File: config.mk
export PLATFORM = sky130hd
export DESIGN_NAME = crack_collector
export DESIGN_NICKNAME = d
export VERILOG_FILES = /design/src/rtl/crack_collector.sv
export SDC_FILE = /design/constraint.sdc
export NUM_CORES = 1
export LEC_CHECK = 0
export BUFFER_PORTS_ARGS = -buffer_cell sky130_fd_sc_hd__buf_2
export CAP_MARGIN = 5
export CORE_ASPECT_RATIO = 1.75
export CORE_MARGIN = 1.5
export CORE_UTILIZATION = 30
export DETAILED_ROUTE_END_ITERATION = 8
export SKIP_LAST_GASP = 1
export SYNTH_ARGS = -nofsm -noshare
export SYNTH_HDL_FRONTEND = slang
export SYNTH_SLANG_ARGS = --single-unit
File: constraint.sdc
create_clock -name clk -period 1.95 [get_ports clk]
set_clock_uncertainty 0.1 [all_clocks]
set_input_delay 0 -clock clk [delete_from_list [all_inputs] [get_ports clk]]
set_output_delay 0 -clock clk [all_outputs]
set_load 0.02 [all_outputs]
File: src/rtl/crack_collector.sv
// crack_collector
//   Starts all ARC4 crack cores together, watches their rdy/key_valid pairs,
//   picks the lowest-index core that reports a valid key, latches its key and
//   copies that core's local plaintext memory (length byte at address 0 plus
//   message bytes) into the shared output PT memory.
//
// Ports
//   clk, rst_n        clock, synchronous active-low reset
//   en, msg_len       start request (taken only in IDLE) and message length
//   rdy               high in IDLE, DONE_GOOD, DONE_BAD
//   key, key_valid    winning key; valid only in DONE_GOOD
//   core_en           one-cycle start pulse to every core
//   core_rdy          per-core rdy
//   core_key_valid    per-core key_valid
//   core_key          per-core key, core i at [24i+23:24i]
//   core_pt_addr      read address broadcast to all core PT memories
//   core_pt_rddata    per-core PT read data, core i at [8i+7:8i], 1-cycle latency
//   pt_addr, pt_wrdata, pt_wren   shared output PT memory write port
module crack_collector #(
  parameter int NUM_CORES = 2
) (
  input  logic                    clk,
  input  logic                    rst_n,
  input  logic                    en,
  input  logic [7:0]              msg_len,
  output logic                    rdy,
  output logic [23:0]             key,
  output logic                    key_valid,
  output logic [NUM_CORES-1:0]    core_en,
  input  logic [NUM_CORES-1:0]    core_rdy,
  input  logic [NUM_CORES-1:0]    core_key_valid,
  input  logic [24*NUM_CORES-1:0] core_key,
  output logic [7:0]              core_pt_addr,
  input  logic [8*NUM_CORES-1:0]  core_pt_rddata,
  output logic [7:0]              pt_addr,
  output logic [7:0]              pt_wrdata,
  output logic                    pt_wren
);

  localparam int WW = (NUM_CORES > 1) ? $clog2(NUM_CORES) : 1;

  localparam logic [2:0] S_IDLE      = 3'd0;
  localparam logic [2:0] S_START     = 3'd1;
  localparam logic [2:0] S_WAIT      = 3'd2;
  localparam logic [2:0] S_COPY      = 3'd3;
  localparam logic [2:0] S_DONE_GOOD = 3'd4;
  localparam logic [2:0] S_DONE_BAD  = 3'd5;

  logic [2:0]           state;
  logic [7:0]           len_q;
  logic [23:0]          key_q;
  logic [WW-1:0]        win_q;
  logic [7:0]           rd_cnt;
  logic                 rd_done;
  logic [NUM_CORES-1:0] core_en_q;
  logic                 wr_vld;
  logic [7:0]           wr_addr_q;

  logic [NUM_CORES-1:0] hit;
  logic                 any_hit;
  logic [WW-1:0]        win_idx;
  logic [23:0]          win_key;
  logic [7:0]           rd_sel;

  assign hit = core_rdy & core_key_valid;

  // Lowest index wins when several cores hit in the same cycle.
  always_comb begin
    any_hit = 1'b0;
    win_idx = '0;
    win_key = '0;
    for (int unsigned i = 0; i < NUM_CORES; i++) begin
      if (hit[i] && !any_hit) begin
        any_hit = 1'b1;
        win_idx = WW'(i);
        win_key = core_key[24*i +: 24];
      end
    end
  end

  always_comb begin
    rd_sel = '0;
    for (int unsigned i = 0; i < NUM_CORES; i++) begin
      if (win_q == WW'(i)) rd_sel = core_pt_rddata[8*i +: 8];
    end
  end

  assign rdy          = (state == S_IDLE) || (state == S_DONE_GOOD) || (state == S_DONE_BAD);
  assign key_valid    = (state == S_DONE_GOOD);
  assign key          = (state == S_DONE_GOOD) ? key_q : '0;
  assign core_en      = core_en_q;
  assign core_pt_addr = rd_cnt;
  assign pt_addr      = wr_addr_q;
  assign pt_wren      = wr_vld;
  // Read data arrives one cycle after its address, which lines up with the
  // registered write address/enable; gating keeps the port quiet otherwise.
  assign pt_wrdata    = wr_vld ? rd_sel : '0;

  always_ff @(posedge clk) begin
    if (!rst_n) begin
      state     <= S_IDLE;
      len_q     <= '0;
      key_q     <= '0;
      win_q     <= '0;
      rd_cnt    <= '0;
      rd_done   <= 1'b0;
      core_en_q <= '0;
      wr_vld    <= 1'b0;
      wr_addr_q <= '0;
    end else begin
      core_en_q <= '0;
      wr_vld    <= 1'b0;
      case (state)
        S_IDLE: begin
          if (en && (&core_rdy)) begin
            len_q     <= msg_len;
            core_en_q <= '1;
            state     <= S_START;
          end
        end
        S_START: state <= S_WAIT;
        S_WAIT: begin
          if (any_hit) begin
            key_q   <= win_key;
            win_q   <= win_idx;
            rd_cnt  <= '0;
            rd_done <= 1'b0;
            state   <= S_COPY;
          end else if (&core_rdy) begin
            state <= S_DONE_BAD;
          end
        end
        S_COPY: begin
          // Read stage issues addresses 0..len_q; the cycle after the last
          // read carries the final write and then the block finishes.
          if (!rd_done) begin
            wr_vld    <= 1'b1;
            wr_addr_q <= rd_cnt;
            if (rd_cnt == len_q) rd_done <= 1'b1;
            else                 rd_cnt  <= rd_cnt + 8'd1;
          end else begin
            state <= S_DONE_GOOD;
          end
        end
        S_DONE_GOOD, S_DONE_BAD: ;
        default: state <= S_IDLE;
      endcase
    end
  end

endmodule

### After elaboration in Yosys (flattened, before gate mapping)

Index checks and enable logic that the tools add are counted.

* register bits after elaboration: 56
* bits in latches: 0
* memory bits (writable): 0
* memory bits (read-only): 0
* bits of input ports: 79
* output and inout bits: 53
* word-level logic and storage cells: 65
* memories: 0

* add/sub/neg operators: 1
* $mul: 0
* divide/modulo/power cells: 0
* $lt $le $gt $ge: 0
* equality and inequality tests: 12
* shift-type cells: 0
* mux-type cells: 23
* bitwise logic cells: 3
* reduce and logical (&&, ||, !) cells: 17

Operators with widths (number)
* $mux 24: 3
* $mux 8: 5
* $pmux 8 s2: 1
* $pmux 3 s5: 1
* $reduce_and 2->1: 7
* $mux 3: 4
* $add 8x1->8 const B: 1
* $eq 8x8->1: 1
* $ne 2x2->1 const B: 4
* $reduce_and 4->1: 2
* $mux 1: 7
* $eq 3x2->1 const B: 2
* $eq 3x3->1 const B: 2
* $eq 3x1->1 const B: 1
* $logic_not 3->1: 1
* $ne 3x3->1 const B: 1
* $and 2x2->2: 1
* $logic_and 1x1->1: 2
* $logic_or 1x1->1: 2
* $mux 2: 1
* $ne 2x1->1 const B: 1
* $not 1->1: 2
* $pmux 1 s2: 1
* $reduce_bool 2->1: 1
* other kinds (2): 2

### Depth between registers and ports, before layout

* depth after elaboration: 7
* gate-level depth with buffers: 8

### Worst setup path before layout

No wires, ideal clock.

* path type: reg-to-reg
* start point: register rd_cnt[0], in the netlist core_pt_addr[0]
* end point: register rd_cnt[7], in the netlist core_pt_addr[7]
* setup time: 74 ps
* arrival: 1559 ps
* required time: 1776 ps
* path slack: 217 ps
* cell stages (with the launch flop): 6
* path buffers: 0
* clock period less this slack: 1733 ps
* cells stage by stage: dfxtp_1 > and3_1 > nand3_1 > or4_1 > o21a_1 > o21ai_0

* longest elaborated chain between the ends: 4
* elaborated cells on any way between the ends: 7
* those cells by class: add/sub (1); eq/ne (2); mux (3); reduce/logical (1)

RTL lines
* start, declared: RTL line 53 `logic [7:0] rd_cnt;`
* start signal, assigned: RTL line 140 `else rd_cnt <= rd_cnt + 8'd1;`
* $add 8x1->8: RTL line 140
* $mux 8: RTL line 139 `if (rd_cnt == len_q) rd_done <= 1'b1;`
* $mux 8: RTL line 136 `if (!rd_done) begin`
* $pmux 8 s2: RTL line 113 `case (state)`

Parallel ways exist; a longest one is shown, timed or not. The select of a mux whose other input is x is not followed.
A chain may end at the register's enable or synchronous reset.

### Final worst setup path

Same ends and word-level chain as after synthesis.

==> summary.md <==
STA classifies the critical path endpoint as a flop. The logs give 0 ns for the total negative setup slack and 436 uV for the peak supply drop. The worst-skew pair later-pin latency came out at 0.29 ns. The switching power share of the total is 22.7%, and the max-cap check violation count is 0. For the worst setup path, the data required time is 2.07 ns. The via density per instance is 4.90, and the signal arrival time at the worst endpoint is 1.98 ns.

The number of buffers added on ports is 131. The flow ran to the end, and the final reports show no timing, DRC or antenna violations. TritonCTS built the clock tree.

The run gives 0 as the count of endpoints failing hold in the final timing report. The number of antenna diodes in the final layout is 0. The logs give 6080 um for the post-detailed-placement half-perimeter wirelength and 590 for the net total in the final layout. For this run, the detailed router's first-pass iteration total came to 4.

The run gives 9040 um2 as the core area. The number of fill cells was 890. The clock share of power is 37.6%. The tools report the number of levels the H-tree was split into as 2.

At the pin with the least slew margin, the transition time is 0.605 ns. The ratio of cells with drive above 1 in the final layout is 32.4%. The detailed router finished its first iteration with 136 violations.

After floorplanning, the core was divided into 46 placement rows. The tools report the number of max-slew violations in the final report as 0. The count of mapped cells out of synthesis is 322. The worst setup path is of the flop to flop kind. Registers are responsible for 48.6% of the overall power.

The floorplan step defined a die boundary enclosing 9840 um2. The flop and latch count out of synthesis came out at 55. For the maximum clock rate, the log shows 0.539 GHz. The post-route minimum period came out at 1.86 ns. The run gives 566 as the post-placement cell count. Total routing usage reported by global routing: 17.8%. The run gives 26 as the pin count of the biggest net entering global routing. No sink is reached through more buffers than the 2 on the longest clock path. The top flip-flop cell by instance count after synthesis was dfxtp_1. In this run the worst path has a maximum fanout of 7. Setup repair after global routing left no endpoint under its margin. The antenna violation net count after detailed routing is 0, and the number of I/O pins is 132. The initial antenna violation count came out at 0. Along the worst hold path, the cell count comes to 4. For this run, the number of Yosys warnings is 0. In the final routed layout, each cell accounts on average for 14.2 um. For this run the aggregate overflow at the end of global routing stands at 0.

Most common library cell in the layout ignoring fill and taps: buf_2. From bottom edge to top edge, the die measures 130 um. Sequential share of the synthesized area: 39.7%. The path class of the tightest hold or removal check is input pin to flop. For this configuration, the core starts out at a cell density of 30.7%.

The synthesis-to-finish area growth is 54.8%. The number of global-route vias before repair is 2894. The final wirelength is 8940 um, and the number of sinks driven by the clock tree is 55. The run gives 13.8% as the share of power burned in combinational logic. The number of library cell types mapped by synthesis is 47. The run gives 630 as the non-filler instance count after layout. Clock-pin slew was measured on the worst setup and hold paths at 0.07 ns. Setup violations remaining at the end of the flow were counted as 0.

Summing all non-filler instances in the final layout gives an area of 4290 um2. The number of cells on the worst reg-to-reg path is 5. Switching component of the power: 538 uW.

The worst setup path is launched from a flop. The number of nets handed over by synthesis was 402. The fraction of registers with async set/reset is 0%, and the total number of vias is 3089.

The die is 75.6 um wide. The routability congestion estimate is 0.844, and the final critical-path share of the clock period is 95.2%. The synthesized design contains 0 enable-type register cells. In the layout the commonest cells are buf_2, dlygate4sd3_1, dfxtp_1, nor2_1, and2_1. Each instance of the synthesized netlist takes up on average 8.60 um2. The run gives 0 as the post-route DRC violation count. Once placement finished, the instance area stood at 3570 um2. The global-route wire length before repair was 13400 um.

The root buffer cell is clkbuf_16. The synthesized netlist occupies a cell area of 2770 um2. The internal portion of the total power is 1830 uW. In this run, CTS created clock tree buffers numbering 5. For the final hold slack, the log shows 0.0138 ns. Fraction of the core area covered by cells at the end of the flow: 47.5%.

Dividing total power by cell area gives a power density of 552 nW/um2. The worst pin sits at a relative slew slack of 59.5%. The analysis attributes to cell leakage a power of 0.00193 uW.
worst max-delay path: stages (launching register included):
cell     delay [ns]
dfxtp_1        0.53
and3_1         0.26
nand3_1        0.15
or4_1          0.50
o21a_1         0.18
o21ai_0        0.06
layer usage:
metal,up-vias,share of wire (%),track usage (%),routed length (um)
li1,1520,-,-,-
met1,1438,38,17.7,3390
met2,114,55,34.5,4930
met3,17,4.7,3.09,424
met4,0,2.2,7.35,193
met5,-,0,0,0
cell families after synthesis:
group,synth area share (%)
buffers and inverters,6.10
AOI/OAI and AO/OA,18.2
adders and majority gates,0.452
xor gates and xnor gates,2.53
and+or+nand+nor,26.8
DFF,39.7
muxes,6.14
final cells by class:
type	count	area (um2)	share of cell area, %
timing repair buffer	207	1370	31.9
inverter	3	11.3	0.263
clock inverter	1	5.00	0.117
sequential	55	1100	25.7
tap	120	150	3.50
clock buffer	6	139	3.24
multi-input combinational	238	1510	35.3
repair_timing:
item / 4_1_cts / 5_1_grt
endpoints found under the setup margin: 0 / 1
resized for setup: 0 / 1
setup buffers: 0 / 0
endpoints found under the hold margin: 38 / 0
hold buffers: 57 / 0
final timing paths:
kind / from / end / slack, ns
setup reg to reg: core_pt_addr[0] / core_pt_addr[7] / 0.09
setup / recovery: core_pt_addr[0] / core_pt_addr[7] / 0.09
hold reg to reg: pt_addr[3] / pt_addr[3] / 0.36
hold / removal: core_key[19] / key_q[19] / 0.01
power by group through the flow:
stage / clock network (uW) / registers [uW] / logic (uW)
3_3_place_gp: 0 / 1180 / 229
5_1_grt: 969 / 1150 / 358
6_report: 889 / 1150 / 327
4_1_cts: 932 / 1150 / 321
3_5_place_dp: 0 / 1180 / 232
2_1_floorplan: 0 / 1170 / 118
stage by stage:
stage                     setup WS [ns]  power [uW]
after floorplan                   0.217        1290
after global placement            0.190        1400
after detailed placement          0.150        1410
after CTS                        0.0350        2400
after global routing             0.0199        2480
final                            0.0941        2370
registers in the layout (all words and copies together), names as in the netlist:
signal	count
core_en	1
core_pt_addr	8
key_q	24
len_q	8
pt_addr	8
pt_wren	1
rd_done	1
state	3
win_q	1
synthesized netlist by cell type (2+ instances only):
master / number / area [um2]
dfxtp_1: 55 / 1100
nor2_1: 41 / 154
and2_1: 26 / 163
nand2_1: 25 / 93.8
nor3_1: 25 / 125
a221oi_1: 19 / 166
mux2i_1: 17 / 170
a21oi_1: 13 / 65.1
clkbuf_1: 10 / 37.5
nor2b_1: 8 / 50.1
xnor2_1: 8 / 70.1
buf_2: 6 / 30.0
buf_6: 5 / 56.3
nand3_1: 5 / 25.0
nand4_1: 5 / 31.3
a22oi_1: 4 / 30.0
buf_4: 4 / 30.0
o2bb2ai_1: 4 / 35.0
a22o_1: 3 / 26.3
o21a_1: 3 / 22.5
a21o_1: 2 / 15.0
a221oi_2: 2 / 30.0
a31oi_1: 2 / 12.5
and3_1: 2 / 12.5
inv_1: 2 / 7.51
nor3b_1: 2 / 15.0
nor4b_1: 2 / 17.5
o21ai_0: 2 / 10.0
o31ai_1: 2 / 15.0
Power figures use the tool's default switching activity.
